File: config.mk
export PLATFORM = sky130hd
export DESIGN_NAME = uart_rx_top
export DESIGN_NICKNAME = d
export VERILOG_FILES = /design/src/rtl/uart_pkg.sv /design/src/rtl/uart_rx_core.sv /design/src/rtl/uart_rx_top.sv
export SDC_FILE = /design/constraint.sdc
export NUM_CORES = 1
export LEC_CHECK = 0
export ABC_CLOCK_PERIOD_IN_PS = 9900
export CAP_MARGIN = 20
export CORE_MARGIN = 2
export CORE_UTILIZATION = 29
export CTS_CLUSTER_DIAMETER = 50
export DETAILED_ROUTE_END_ITERATION = 10
export DONT_BUFFER_PORTS = 1
export GPL_ROUTABILITY_DRIVEN = 0
export HOLD_SLACK_MARGIN = 0.02
export PLACE_DENSITY = 0.42
export SETUP_SLACK_MARGIN = 0.2
export SLEW_MARGIN = 20
export SYNTH_ARGS = -nofsm -noshare
export SYNTH_HDL_FRONTEND = slang
export SYNTH_SLANG_ARGS = --single-unit
File: constraint.sdc
create_clock -name clk_i -period 9.9 [get_ports clk_i]
set_input_delay 1.98 -clock clk_i [delete_from_list [all_inputs] [get_ports clk_i]]
set_output_delay 1.98 -clock clk_i [all_outputs]
set_load 0.005 [all_outputs]
File: src/rtl/uart_pkg.sv
// Shared types and constants for the UART receive path.
package uart_pkg;

  typedef enum logic [2:0] {
    IDLE,
    START,
    DATA,
    STOP,
    WAIT_HI
  } rx_state_t;

  localparam logic [15:0] DEFAULT_BAUD_DIV = 16'd868;
  localparam int          UART_DATA_BITS   = 8;

endpackage

File: src/rtl/uart_rx_core.sv
// Serial front end: two-flop synchroniser, frame FSM and bit timing.
// Emits a one-cycle rx_valid_o with the assembled byte, or frame_err_o
// when the stop bit is found low.
module uart_rx_core
  import uart_pkg::*;
#(
  parameter int B = UART_DATA_BITS
) (
  input  logic         clk_i,
  input  logic         rst_i,
  input  logic [15:0]  baud_div_i,
  input  logic         rx_active_i,
  input  logic         rx_i,
  output logic [B-1:0] rx_byte_o,
  output logic         rx_valid_o,
  output logic         frame_err_o
);

  localparam int IW = (B > 1) ? $clog2(B) : 1;

  logic          rxMeta_q, rxs_q;
  rx_state_t     state_q, state_d;
  logic [15:0]   cnt_q, cnt_d;
  logic [15:0]   div_q, div_d;
  logic [IW-1:0] idx_q, idx_d;
  logic [B-1:0]  shift_q, shift_d;
  logic          valid_q, valid_d;
  logic          ferr_q, ferr_d;

  // Bring the asynchronous line into the clock domain; preset high so reset looks like an idle line.
  always_ff @(posedge clk_i or posedge rst_i) begin
    if (rst_i) begin
      rxMeta_q <= 1'b1;
      rxs_q    <= 1'b1;
    end else begin
      rxMeta_q <= rx_i;
      rxs_q    <= rxMeta_q;
    end
  end

  // Frame state, bit timing and assembled byte.
  always_ff @(posedge clk_i or posedge rst_i) begin
    if (rst_i) begin
      state_q <= IDLE;
      cnt_q   <= 16'd0;
      div_q   <= 16'd0;
      idx_q   <= '0;
      shift_q <= '0;
      valid_q <= 1'b0;
      ferr_q  <= 1'b0;
    end else begin
      state_q <= state_d;
      cnt_q   <= cnt_d;
      div_q   <= div_d;
      idx_q   <= idx_d;
      shift_q <= shift_d;
      valid_q <= valid_d;
      ferr_q  <= ferr_d;
    end
  end

  // Next-state logic; the bit period is frozen at START entry so mid-frame baud changes are ignored.
  always_comb begin
    state_d = state_q;
    cnt_d   = cnt_q + 16'd1;
    div_d   = div_q;
    idx_d   = idx_q;
    shift_d = shift_q;
    valid_d = 1'b0;
    ferr_d  = 1'b0;
    if (!rx_active_i) begin
      state_d = IDLE;
      cnt_d   = 16'd0;
    end else begin
      case (state_q)
        IDLE: begin
          cnt_d = 16'd0;
          if (!rxs_q) begin
            state_d = START;
            div_d   = baud_div_i;
          end
        end
        START: begin
          if (cnt_q == (div_q >> 1)) begin
            cnt_d = 16'd0;
            idx_d = '0;
            if (rxs_q) begin
              state_d = IDLE;
            end else begin
              state_d = DATA;
            end
          end
        end
        DATA: begin
          if (cnt_q == div_q - 16'd1) begin
            shift_d = {rxs_q, shift_q[B-1:1]};
            cnt_d   = 16'd0;
            idx_d   = idx_q + IW'(1);
            if (idx_q == IW'(B - 1)) begin
              state_d = STOP;
            end
          end
        end
        STOP: begin
          if (cnt_q == div_q - 16'd1) begin
            cnt_d = 16'd0;
            if (rxs_q) begin
              valid_d = 1'b1;
              state_d = IDLE;
            end else begin
              ferr_d  = 1'b1;
              state_d = WAIT_HI;
            end
          end
        end
        WAIT_HI: begin
          cnt_d = 16'd0;
          if (rxs_q) begin
            state_d = IDLE;
          end
        end
        default: begin
          state_d = IDLE;
          cnt_d   = 16'd0;
        end
      endcase
    end
  end

  assign rx_byte_o   = shift_q;
  assign rx_valid_o  = valid_q;
  assign frame_err_o = ferr_q;

endmodule

File: src/rtl/uart_rx_top.sv
// UART receiver: serial core feeding a 2**W-deep first-word-fall-through
// FIFO, with sticky overrun/framing flags for the status register.
module uart_rx_top
  import uart_pkg::*;
#(
  parameter int W = 5,
  parameter int B = UART_DATA_BITS
) (
  input  logic         clk_i,
  input  logic         rst_i,
  input  logic [15:0]  baud_div,
  input  logic         UART_Control_Register_rx_Active,
  input  logic         UART_Data_Read_Register_enable,
  output logic [B-1:0] UART_Data_Read_Register_rdata,
  output logic         UART_Status_Register_rx_full,
  output logic         UART_Status_Register_rx_empty,
  output logic         UART_Status_Register_overrun,
  output logic         UART_Status_Register_frame_err,
  input  logic         UART_Status_Clear,
  input  logic         UART_rx_i,
  output logic         UART_Data_Receive_Tick
);

  localparam int DEPTH = 2 ** W;

  logic [B-1:0] rxByte;
  logic         rxValid, frameErrPulse;

  logic [B-1:0] mem_q [DEPTH];
  logic [W-1:0] wrPtr_q, rdPtr_q;
  logic [W:0]   count_q;
  logic         overrun_q, frameErr_q;
  logic         full, empty, popEn, wrEn, dropEn;

  uart_rx_core #(.B(B)) u_core (
    .clk_i       (clk_i),
    .rst_i       (rst_i),
    .baud_div_i  (baud_div),
    .rx_active_i (UART_Control_Register_rx_Active),
    .rx_i        (UART_rx_i),
    .rx_byte_o   (rxByte),
    .rx_valid_o  (rxValid),
    .frame_err_o (frameErrPulse)
  );

  // A pop frees a slot in the same cycle, so a write to a full FIFO still lands when popped together.
  assign full   = (count_q == (W+1)'(DEPTH));
  assign empty  = (count_q == '0);
  assign popEn  = UART_Data_Read_Register_enable & ~empty;
  assign wrEn   = rxValid & (~full | popEn);
  assign dropEn = rxValid & full & ~popEn;

  // Storage array; contents need no reset because the count gates every read.
  always_ff @(posedge clk_i) begin
    if (wrEn) begin
      mem_q[wrPtr_q] <= rxByte;
    end
  end

  // Pointers wrap naturally at 2**W; the extra count bit distinguishes full from empty.
  always_ff @(posedge clk_i or posedge rst_i) begin
    if (rst_i) begin
      wrPtr_q <= '0;
      rdPtr_q <= '0;
      count_q <= '0;
    end else begin
      if (wrEn) begin
        wrPtr_q <= wrPtr_q + W'(1);
      end
      if (popEn) begin
        rdPtr_q <= rdPtr_q + W'(1);
      end
      case ({wrEn, popEn})
        2'b10:   count_q <= count_q + (W+1)'(1);
        2'b01:   count_q <= count_q - (W+1)'(1);
        default: count_q <= count_q;
      endcase
    end
  end

  // Sticky error flags; a new event takes priority over a same-cycle clear.
  always_ff @(posedge clk_i or posedge rst_i) begin
    if (rst_i) begin
      overrun_q  <= 1'b0;
      frameErr_q <= 1'b0;
    end else begin
      if (dropEn) begin
        overrun_q <= 1'b1;
      end else if (UART_Status_Clear) begin
        overrun_q <= 1'b0;
      end
      if (frameErrPulse) begin
        frameErr_q <= 1'b1;
      end else if (UART_Status_Clear) begin
        frameErr_q <= 1'b0;
      end
    end
  end

  assign UART_Data_Read_Register_rdata  = empty ? '0 : mem_q[rdPtr_q];
  assign UART_Status_Register_rx_full   = full;
  assign UART_Status_Register_rx_empty  = empty;
  assign UART_Status_Register_overrun   = overrun_q;
  assign UART_Status_Register_frame_err = frameErr_q;
  assign UART_Data_Receive_Tick         = wrEn;

endmodule

==> results.json, run 1 <==
{
  "vias_per_cell": 4.76,
  "rows": 79,
  "swShare_pct": 28.7,
  "drt-wirelength-per-cell_um": 21.8,
  "rsz0062_at_grt": "no",
  "die_w_um": 222,
  "clk_latency_ns": 0.56,
  "total_power_mw": 3.91,
  "finalCritPeriodShare_pct": 57.7,
  "start_util_pct": 29.5,
  "postCtsSetupRepairBufs": 0,
  "ys_ff_latch": 324,
  "crit_fanout": 35,
  "setup_tns_ns": 0,
  "ioPinCount": 35,
  "async_flop_share_pct": 21.0,
  "p_seq_share_pct": 44.0,
  "setup.worst_path.start_class": "register",
  "grt_pass1_wl_um": 49300,
  "crit_path_frequent_cell": "mux4_2",
  "hold_viol": 0,
  "seq_area_frac_synth_pct": 68.0,
  "io_buffers": 0,
  "cts-resized-gates": 0,
  "synth_nets": 851,
  "status": "finished, final reports clean",
  "setup.worst_path.class": "reg -> out",
  "clkTransAtPathRegs_ns": 0.06,
  "max_stage_delay_ns": 0.88,
  "synthToLayoutAreaGrowth_pct": 15.9,
  "vias": 7024,
  "antenna_found_initial": 1,
  "hold_slack_ns": 0.354,
  "drive_above_1_share_pct": 23.8,
  "grt_usage_pct": 13.6,
  "intPower_mw": 2.79,
  "maxSlewViolCount": 0,
  "crit_required_ns": 7.92,
  "cts_root_buffer": "clkbuf_16",
  "tightest_slew_ns": 1.10,
  "powerDensity_mw_per_mm2": 244,
  "cts.sinks": 324,
  "setup_viol": 0,
  "die_h_um": 222,
  "fin_crit_ns": 5.71,
  "crit_arrival_ns": 3.73,
  "finalWirelength_um": 32200,
  "syn_area_mm2": 0.0138,
  "clockBufferDepth": 3,
  "ys.flop_type": "edfxtp_1",
  "hpwl_um": 19900,
  "max_cap_viol_count": 0,
  "leakagePower_nw": 5.31,
  "drc": 0,
  "grt-ovfl-total": 0,
  "fp.dieArea_mm2": 0.0494,
  "first_pass_iters": 4,
  "hp-class": "reg -> reg",
  "clkPwrFrac_pct": 39.0,
  "max_freq_mhz": 175,
  "ir_drop_uv": 119,
  "layout.nets": 872,
  "cts_tree": "yes",
  "grt_max_degree": 69,
  "core_area_mm2": 0.0468,
  "reg2reg_slack_ns": 5.89,
  "grt_pass1_vias": 7527,
  "skew_ns": 0.0206,
  "crit_path_end_kind": "output pin",
  "pwr-share-comb_pct": 17.0,
  "cts_buffers": 45,
  "holdBufCountCts": 0,
  "syn_inst": 815,
  "antenna_left": 0,
  "ys_types": 55,
  "yosys_warnings": 0,
  "drt_iter0_markers": 402,
  "cp_cell_sequence": "buf_4 > mux4_2 > mux4_2 > mux2i_1 > nor2_1",
  "crit_slowest_cell": "dfrtp_4",
  "slew_headroom_pct": 26.6,
  "syn_avg_cell_area_um2": 16.9,
  "htreeDepth": 2,
  "synth-edff-count": 256,
  "p_switching_mw": 1.12
}
==> cells in the final DEF (no fill, tap or decap), types with 6 or more instances in the layout <==
master / count
mux4_2: 80
edfxtp_1: 256
a21o_1: 6
buf_4: 22
nor2_1: 78
ha_1: 13
clkbuf_16: 45
mux2i_1: 10
mux2_2: 21
xnor2_1: 34
dfrtp_1: 61
nor3_1: 9
inv_6: 7
xor2_1: 29
inv_1: 20
a21oi_1: 6
nand4_1: 13
o21ai_0: 11
nand3_1: 17
clkbuf_1: 13
nand2_1: 26
==> worst paths after layout <==
kind,from,end,cells after the start
min in group asynchronous,rst_i,u_core.frame_err_o,2
min,u_core.rxMeta_q,u_core.rxs_q,0
max reg2reg,count_q[1],count_q[5],14
max,rdPtr_q[0],UART_Data_Read_Register_rdata[6],5
min reg2reg,u_core.rxMeta_q,u_core.rxs_q,0
max in group asynchronous,rst_i,rdPtr_q[0],2
==> layer usage <==
metal | GRT usage (%) | wire (um)
met1 | 18.6 | 15100
met2 | 21.6 | 15100
met3 | 2.34 | 1180
met4 | 4.86 | 777
met5 | 0 | 0
==> cell families after synthesis <==
family	share of synthesized area (%)
muxes	15.6
and+or+nand+nor	6.82
xor gates and xnor gates	4.00
DFF	68.0
AOI/OAI and AO/OA	2.32
adders and majority gates	1.32
buffers and inverters	1.95
==> worst max-delay path, delay by kind of cell, from the launching register on <==
| family | cells | cell delay, ns |
|---|---|---|
| buffers and inverters | 1 | 0.69 |
| AND/OR/NAND/NOR | 1 | 0.11 |
| multiplexers | 3 | 1.41 |
| flip-flops | 1 | 0.88 |
==> power groups by stage <==
stage	clock network, mW	logic, mW	registers [mW]
after global placement	0	0.678	1.75
after CTS	1.57	0.685	1.73
after global routing	1.62	0.737	1.75
after detailed placement	0	0.683	1.75
final	1.52	0.666	1.72
after floorplan	0	0.656	1.58
==> synth_stat cells (5+ instances only) <==
| master | number | area, um2 |
|---|---|---|
| a21o_1 | 6 | 45.0 |
| nand3_1 | 17 | 85.1 |
| clkbuf_1 | 36 | 135 |
| mux2_2 | 21 | 236 |
| xnor2_1 | 34 | 298 |
| xor2_1 | 29 | 254 |
| edfxtp_1 | 256 | 7690 |
| buf_2 | 5 | 25.0 |
| a211oi_1 | 5 | 37.5 |
| nor2_1 | 78 | 293 |
| o21ai_0 | 11 | 55.1 |
| a21oi_1 | 6 | 30.0 |
| dfrtp_1 | 66 | 1650 |
| nor3_1 | 10 | 50.1 |
| ha_1 | 13 | 163 |
| buf_1 | 8 | 30.0 |
| nor4_1 | 5 | 31.3 |
| nand2_1 | 26 | 97.6 |
| inv_1 | 21 | 78.8 |
| mux2i_1 | 10 | 100 |
| mux4_2 | 80 | 1800 |
| nand4_1 | 13 | 81.3 |
| a31oi_1 | 5 | 31.3 |
==> area by class of cell <==
type / count / area, um2
Antenna cell: 1 / 2.50
Clock buffer: 58 / 1170
Clock inverter: 22 / 231
Fill cell: 4467 / 30800
Inverter: 21 / 80.1
Multi-Input combinational cell: 421 / 4170
Sequential cell: 324 / 9400
Tap cell: 607 / 759
Timing Repair Buffer: 23 / 180
==> registers in the layout, indices dropped and copies added, names as in the netlist <==
signal and cells:
UART_Status_Register_frame_err 1, UART_Status_Register_overrun 1, count_q 6, mem_q 256
rdPtr_q 5, u_core.cnt_q 16, u_core.div_q 16, u_core.frame_err_o 1
u_core.idx_q 3, u_core.rxMeta_q 1, u_core.rx_byte_o 8, u_core.rx_valid_o 1
u_core.rxs_q 1, u_core.state_q 3, wrPtr_q 5
==> per-stage QoR <==
stage               cell area [um2]  setup WS [ns]  util, %  cells
global placement              14600           4.68     31.1   1395
global route                  16000           3.91     34.2   1476
finish                        16000           4.19     34.2   1477
CTS                           16000           4.04     34.2   1476
detailed placement            14600           4.65     31.2   1396
floorplan                     13800           5.36        -    815
(Power assumes the default switching activity.)
==> run 2: changes to the inputs <==
ABC_CLOCK_PERIOD_IN_PS = 5000   (was 9900)
PLACE_DENSITY = 0.43   (was 0.42)
clock period = 5 ns   (was 9.9 ns; I/O delays follow)
==> run 2 against run 1 <==
- register-to-register slack lost 4.5 ns
- final cell count fell by 0.68%
- combinational power is 100% higher
- first-iteration DRC count is 23% higher
- clock-buffer cell count down 12
- clock power increased by 98%
- critical path depth stayed put
- utilization shrank 0.086 points
- total power rose by 98%
==> results.json, run 2 (synthesis results as in run 1) <==
{
  "crit_path_end_kind": "output pin",
  "leakagePower_nw": 5.28,
  "die_h_um": 222,
  "slew_headroom_pct": 25.2,
  "grt_pass1_vias": 7443,
  "grt_max_degree": 50,
  "clkTransAtPathRegs_ns": 0.06,
  "cts-resized-gates": 0,
  "setup_viol": 0,
  "antenna_found_initial": 3,
  "drc": 0,
  "io_buffers": 0,
  "finalCritPeriodShare_pct": 83.5,
  "grt_usage_pct": 13.3,
  "grt-ovfl-total": 0,
  "ir_drop_uv": 306,
  "cp_cell_sequence": "buf_4 > mux4_2 > mux4_2 > mux2i_1 > nor2_1",
  "placed_area_mm2": 0.0145,
  "holdBufCountCts": 0,
  "start_util_pct": 29.5,
  "cts_tree": "yes",
  "layout_commonest_cell": "edfxtp_1",
  "cts_root_buffer": "clkbuf_16",
  "drt-wirelength-per-cell_um": 21.8,
  "setup.worst_path.start_class": "register",
  "worstSetupPathDepth": 5,
  "die_w_um": 222,
  "max_cap_viol_count": 0,
  "rows": 79,
  "powerDensity_mw_per_mm2": 485,
  "clockBufferDepth": 3,
  "max_stage_delay_ns": 0.84,
  "crit_required_ns": 4.00,
  "drive_above_1_share_pct": 24.5,
  "core_area_mm2": 0.0468,
  "max_freq_mhz": 240,
  "cts.sinks": 324,
  "hold_viol": 0,
  "total_power_mw": 7.74,
  "crit_buf_inv": 1,
  "crit_arrival_ns": 3.17,
  "fp.dieArea_mm2": 0.0494,
  "clk_latency_ns": 0.57,
  "finalWirelength_um": 31900,
  "vias": 6994,
  "antenna_left": 0,
  "synthToLayoutAreaGrowth_pct": 15.6,
  "tightest_slew_ns": 1.12,
  "layout.nets": 863,
  "largest_reg_flops": 256,
  "placedCellCount": 1390,
  "cts_buffers": 42,
  "postCtsSetupRepairBufs": 0,
  "grt_pass1_wl_um": 48900,
  "fin_area_mm2": 0.0160,
  "hp-class": "reg -> reg",
  "antenna_cells": 0,
  "setup_tns_ns": 0,
  "crit_fanout": 28,
  "first_pass_iters": 4,
  "reg_top3": "mem_q x256, u_core.cnt_q x16, u_core.div_q x16",
  "rsz0062_at_grt": "no",
  "cp_top_family": "multiplexers",
  "ioPinCount": 35,
  "vias_per_cell": 4.77,
  "fin_crit_ns": 4.17,
  "drt_iter0_markers": 495,
  "setup.worst_path.class": "reg -> out",
  "htreeDepth": 2,
  "layout_common_cells": "256 x edfxtp_1, 80 x mux4_2, 74 x nor2_1",
  "hpwl_um": 20400,
  "reg2reg_depth": 15,
  "skew_ns": 0.0332,
  "status": "finished, final reports clean",
  "max_flop_register": "mem_q",
  "crit_slowest_cell": "dfrtp_4",
  "maxSlewViolCount": 0,
  "final_cells": 1467,
  "holdPathStages": 0,
  "crit_path_frequent_cell": "mux4_2"
}
-- run 2: changes by cell type in the layout (fill, tap and decap cells not counted), sizes merged --
cell,previous run,this run
clkinvlp,5,4
clkinv,6,19
inv,29,25
diode,1,0
buf,23,17
bufinv,3,4
clkbuf,58,46
-- run 2: routing by layer --
| layer | vias to the layer above | track usage, % | share of wire (%) |
|---|---|---|---|
| met5 | - | 0 | 0 |
| met4 | 0 | 4.01 | 2.1 |
| met3 | 53 | 2.78 | 4.9 |
| met2 | 133 | 21.0 | 47 |
| met1 | 3630 | 18.6 | 47 |
| li1 | 3178 | - | - |
-- run 2: final cells by class --
cell class	instances	area (um2)
clock inverter	31	315
sequential	324	9400
tap	607	759
timing repair buffer	17	140
multi-input combinational	421	4170
fill	4442	30800
clock buffer	46	1090
inverter	21	80.1
-- run 2: power breakdown --
part	internal [mW]	switching, mW
Combinational	0.706	0.627
Sequential	3.00	0.393
Clock	1.80	1.21
Total	5.51	2.23
-- run 2: worst register-to-register path, cell delays in order (launching register included) --
cell and delay (ns):
dfrtp_1 0.41, or4_1 0.58, nor3_2 0.12, buf_4 0.26, nor2b_1 0.17, nand2b_1 0.17
inv_1 0.11, ha_1 0.29, a21o_1 0.17, a21oi_1 0.22, o21bai_1 0.09, a21o_1 0.20
or3b_2 0.46, nor3_1 0.14, nor2_1 0.05, nand3_1 0.07
-- run 2: path summary, 6_finish.rpt --
kind                                 startpoint                                to  slack, ns
worst max-delay path                 rdPtr_q[0]  UART_Data_Read_Register_rdata[6]       0.83
worst min-delay path            u_core.rxMeta_q                      u_core.rxs_q       0.35
worst max register to register       count_q[1]                        count_q[5]       1.39
worst min register to register  u_core.rxMeta_q                      u_core.rxs_q       0.35
max in group asynchronous                 rst_i                   u_core.rxMeta_q       3.64
min in group asynchronous                 rst_i                  u_core.div_q[11]       0.48
-- run 2: through the flow --
stage / hold slack, ns / util (%) / setup slack (ns)
floorplan: 0.345 / - / 1.44
global placement: 0.347 / 31.1 / 1.31
detailed placement: 0.347 / 31.1 / 1.29
CTS: 0.348 / 34.1 / 0.685
global route: 0.351 / 34.1 / 0.575
finish: 0.348 / 34.1 / 0.825
==> run 3: changes to the inputs <==
ABC_CLOCK_PERIOD_IN_PS = 3600   (was 5000)
clock period = 3.6 ns   (was 5 ns; I/O delays follow)
==> run 3 against run 2 <==
- utilization rose by 0.66 points
- critical path type unchanged
- non-clock buffer count rose by 27
- total power grew 42%
- register-to-register slack worse by 1.0 ns
- via count rose by 1.2%
- clock skew decreased by 0.0068 ns
- sequential cell count unchanged
- global-route usage increased by 0.11 points
- wire length up 0.53%
- hold slack lost 0.18 ns
- sequential power rose by 33%
- final cell count is 1.5% higher
==> results.json, run 3 (synthesis results as in run 1) <==
{
  "fin_crit_ns": 3.46,
  "start_util_pct": 29.5,
  "die_w_um": 222,
  "max_freq_mhz": 289,
  "powerDensity_mw_per_mm2": 678,
  "r2r-end": "count_q[5]",
  "grt_max_degree": 56,
  "max_cap_viol_count": 0,
  "hold_slack_ns": 0.166,
  "cts_tree": "yes",
  "clockBufferDepth": 3,
  "grt-busiest-layer": "met2",
  "hp-start": "UART_rx_i",
  "core_area_mm2": 0.0468,
  "cts.sinks": 324,
  "fp.dieArea_mm2": 0.0494,
  "holdBufCountCts": 0,
  "antenna_cells": 0,
  "hold_end": "u_core.rxMeta_q",
  "clkTransAtPathRegs_ns": 0.06,
  "cts_buffers": 40,
  "synthToLayoutAreaGrowth_pct": 17.8,
  "finalCritPeriodShare_pct": 96.2,
  "vias": 7077,
  "slew_headroom_pct": 37.1,
  "antenna_found_initial": 0,
  "setup.worst_path.class": "reg -> out",
  "die_h_um": 222,
  "hpwl_um": 20100,
  "drc": 0,
  "skew_ns": 0.0265,
  "io_buffers": 0,
  "reg_top3": "mem_q x256, u_core.cnt_q x16, u_core.div_q x16",
  "total_power_mw": 11.0,
  "drt_iter0_markers": 455,
  "hold_viol": 0,
  "layout_common_cells": "256 x edfxtp_1, 80 x mux4_2, 76 x nor2_1",
  "htreeDepth": 2,
  "ir_drop_uv": 389,
  "antenna_left": 0,
  "fin_util_pct": 34.8,
  "cts_root_buffer": "clkbuf_16",
  "rsz0062_at_grt": "yes",
  "crit_path_end_kind": "output pin",
  "drive_above_1_share_pct": 26.3,
  "first_pass_iters": 6,
  "r2r_start": "count_q[1]",
  "rows": 79,
  "holdPathStages": 0,
  "reg2reg_slack_ns": 0.39,
  "grt_use_met3_pct": 2.79,
  "vias_per_cell": 4.75,
  "grt_pass1_vias": 7512,
  "crit_fanout": 8,
  "leakagePower_nw": 5.45,
  "finalWirelength_um": 32100,
  "grt-ovfl-total": 0,
  "grt_pass1_wl_um": 49300,
  "fin_area_mm2": 0.0163,
  "grt.met1_usage_pct": 18.8,
  "setup_viol": 0,
  "status": "finished, final reports clean",
  "hp-class": "in -> reg",
  "clk_latency_ns": 0.55,
  "crit_required_ns": 2.88,
  "grtUsageMet2_pct": 21.4,
  "maxSlewViolCount": 0,
  "crit_arrival_ns": 2.74,
  "placed_area_mm2": 0.0147,
  "tightest_slew_ns": 0.940,
  "layout_commonest_cell": "edfxtp_1",
  "largest_reg_flops": 256,
  "grt_usage_pct": 13.4,
  "setup_tns_ns": 0,
  "ioPinCount": 35,
  "setup.worst_path.start_class": "register",
  "reg2reg_depth": 14,
  "layout.nets": 888,
  "max_flop_register": "mem_q",
  "drt-wirelength-per-cell_um": 21.6
}
run 3: changes by cell type in the layout (fill, tap and decap cells not counted), sizes merged:
cell,previous run,this run
clkbuf,46,50
inv,25,22
bufinv,4,2
clkinvlp,4,2
buf,17,42
run 3: layout make-up:
cell class,count,area (um2)
Clock buffer,48,1070
Clock inverter,24,200
Fill cell,4438,30500
Inverter,21,80.1
Multi-Input combinational cell,421,4200
Sequential cell,324,9400
Tap cell,607,759
Timing Repair Buffer,44,553
run 3: worst max path at each step:
stage | startpoint | endpoint | slack, ns | cells after the start
after floorplan | rdPtr_q[0] | UART_Data_Read_Register_rdata[0] | 0.32 | 6
after global placement | count_q[1] | count_q[5] | 0.36 | 14
after detailed placement | count_q[1] | count_q[5] | 0.33 | 14
after CTS | rdPtr_q[0] | UART_Data_Read_Register_rdata[6] | 0.08 | 7
after global routing | rdPtr_q[0] | UART_Data_Read_Register_rdata[2] | 0.05 | 7
final | rdPtr_q[0] | UART_Data_Read_Register_rdata[7] | 0.14 | 7
run 3: power by group:
part           leakage [nW]  switching [mW]  total [mW]  internal [mW]
sequential             3.18           0.348        4.52           4.17
combinational          1.65            1.27        2.63           1.35
clock                 0.624            1.59        3.87           2.28
run 3: routing by layer:
metal  up-vias  routed length (um)
met3        32                1340
met4         0                 444
met1      3696               15100
li1       3233                   -
met5         -                   0
met2       116               15200
run 3: critical path: stages (launching register included):
cell and delay [ns]:
dfrtp_4 0.48, buf_12 0.16, buf_12 0.13, buf_16 0.14
mux4_2 0.44, mux4_2 0.53, mux2i_2 0.22, nor2_2 0.09
run 3: what timing repair did:
action | 4_1_cts | 5_1_grt
setup endpoints to repair | 8 | 17
setup buffers | 8 | 2
gates resized for setup | 9 | 6
pin swaps | 0 | 2
hold endpoints to repair | 0 | 0
cloned | 4 | 2
run 3: metrics by stage:
stage,worst slack [ns],cells
3_5_place_dp,0.334,1401
6_report,0.136,1489
5_1_grt,0.0514,1489
2_1_floorplan,0.316,815
3_3_place_gp,0.365,1401
4_1_cts,0.0753,1485
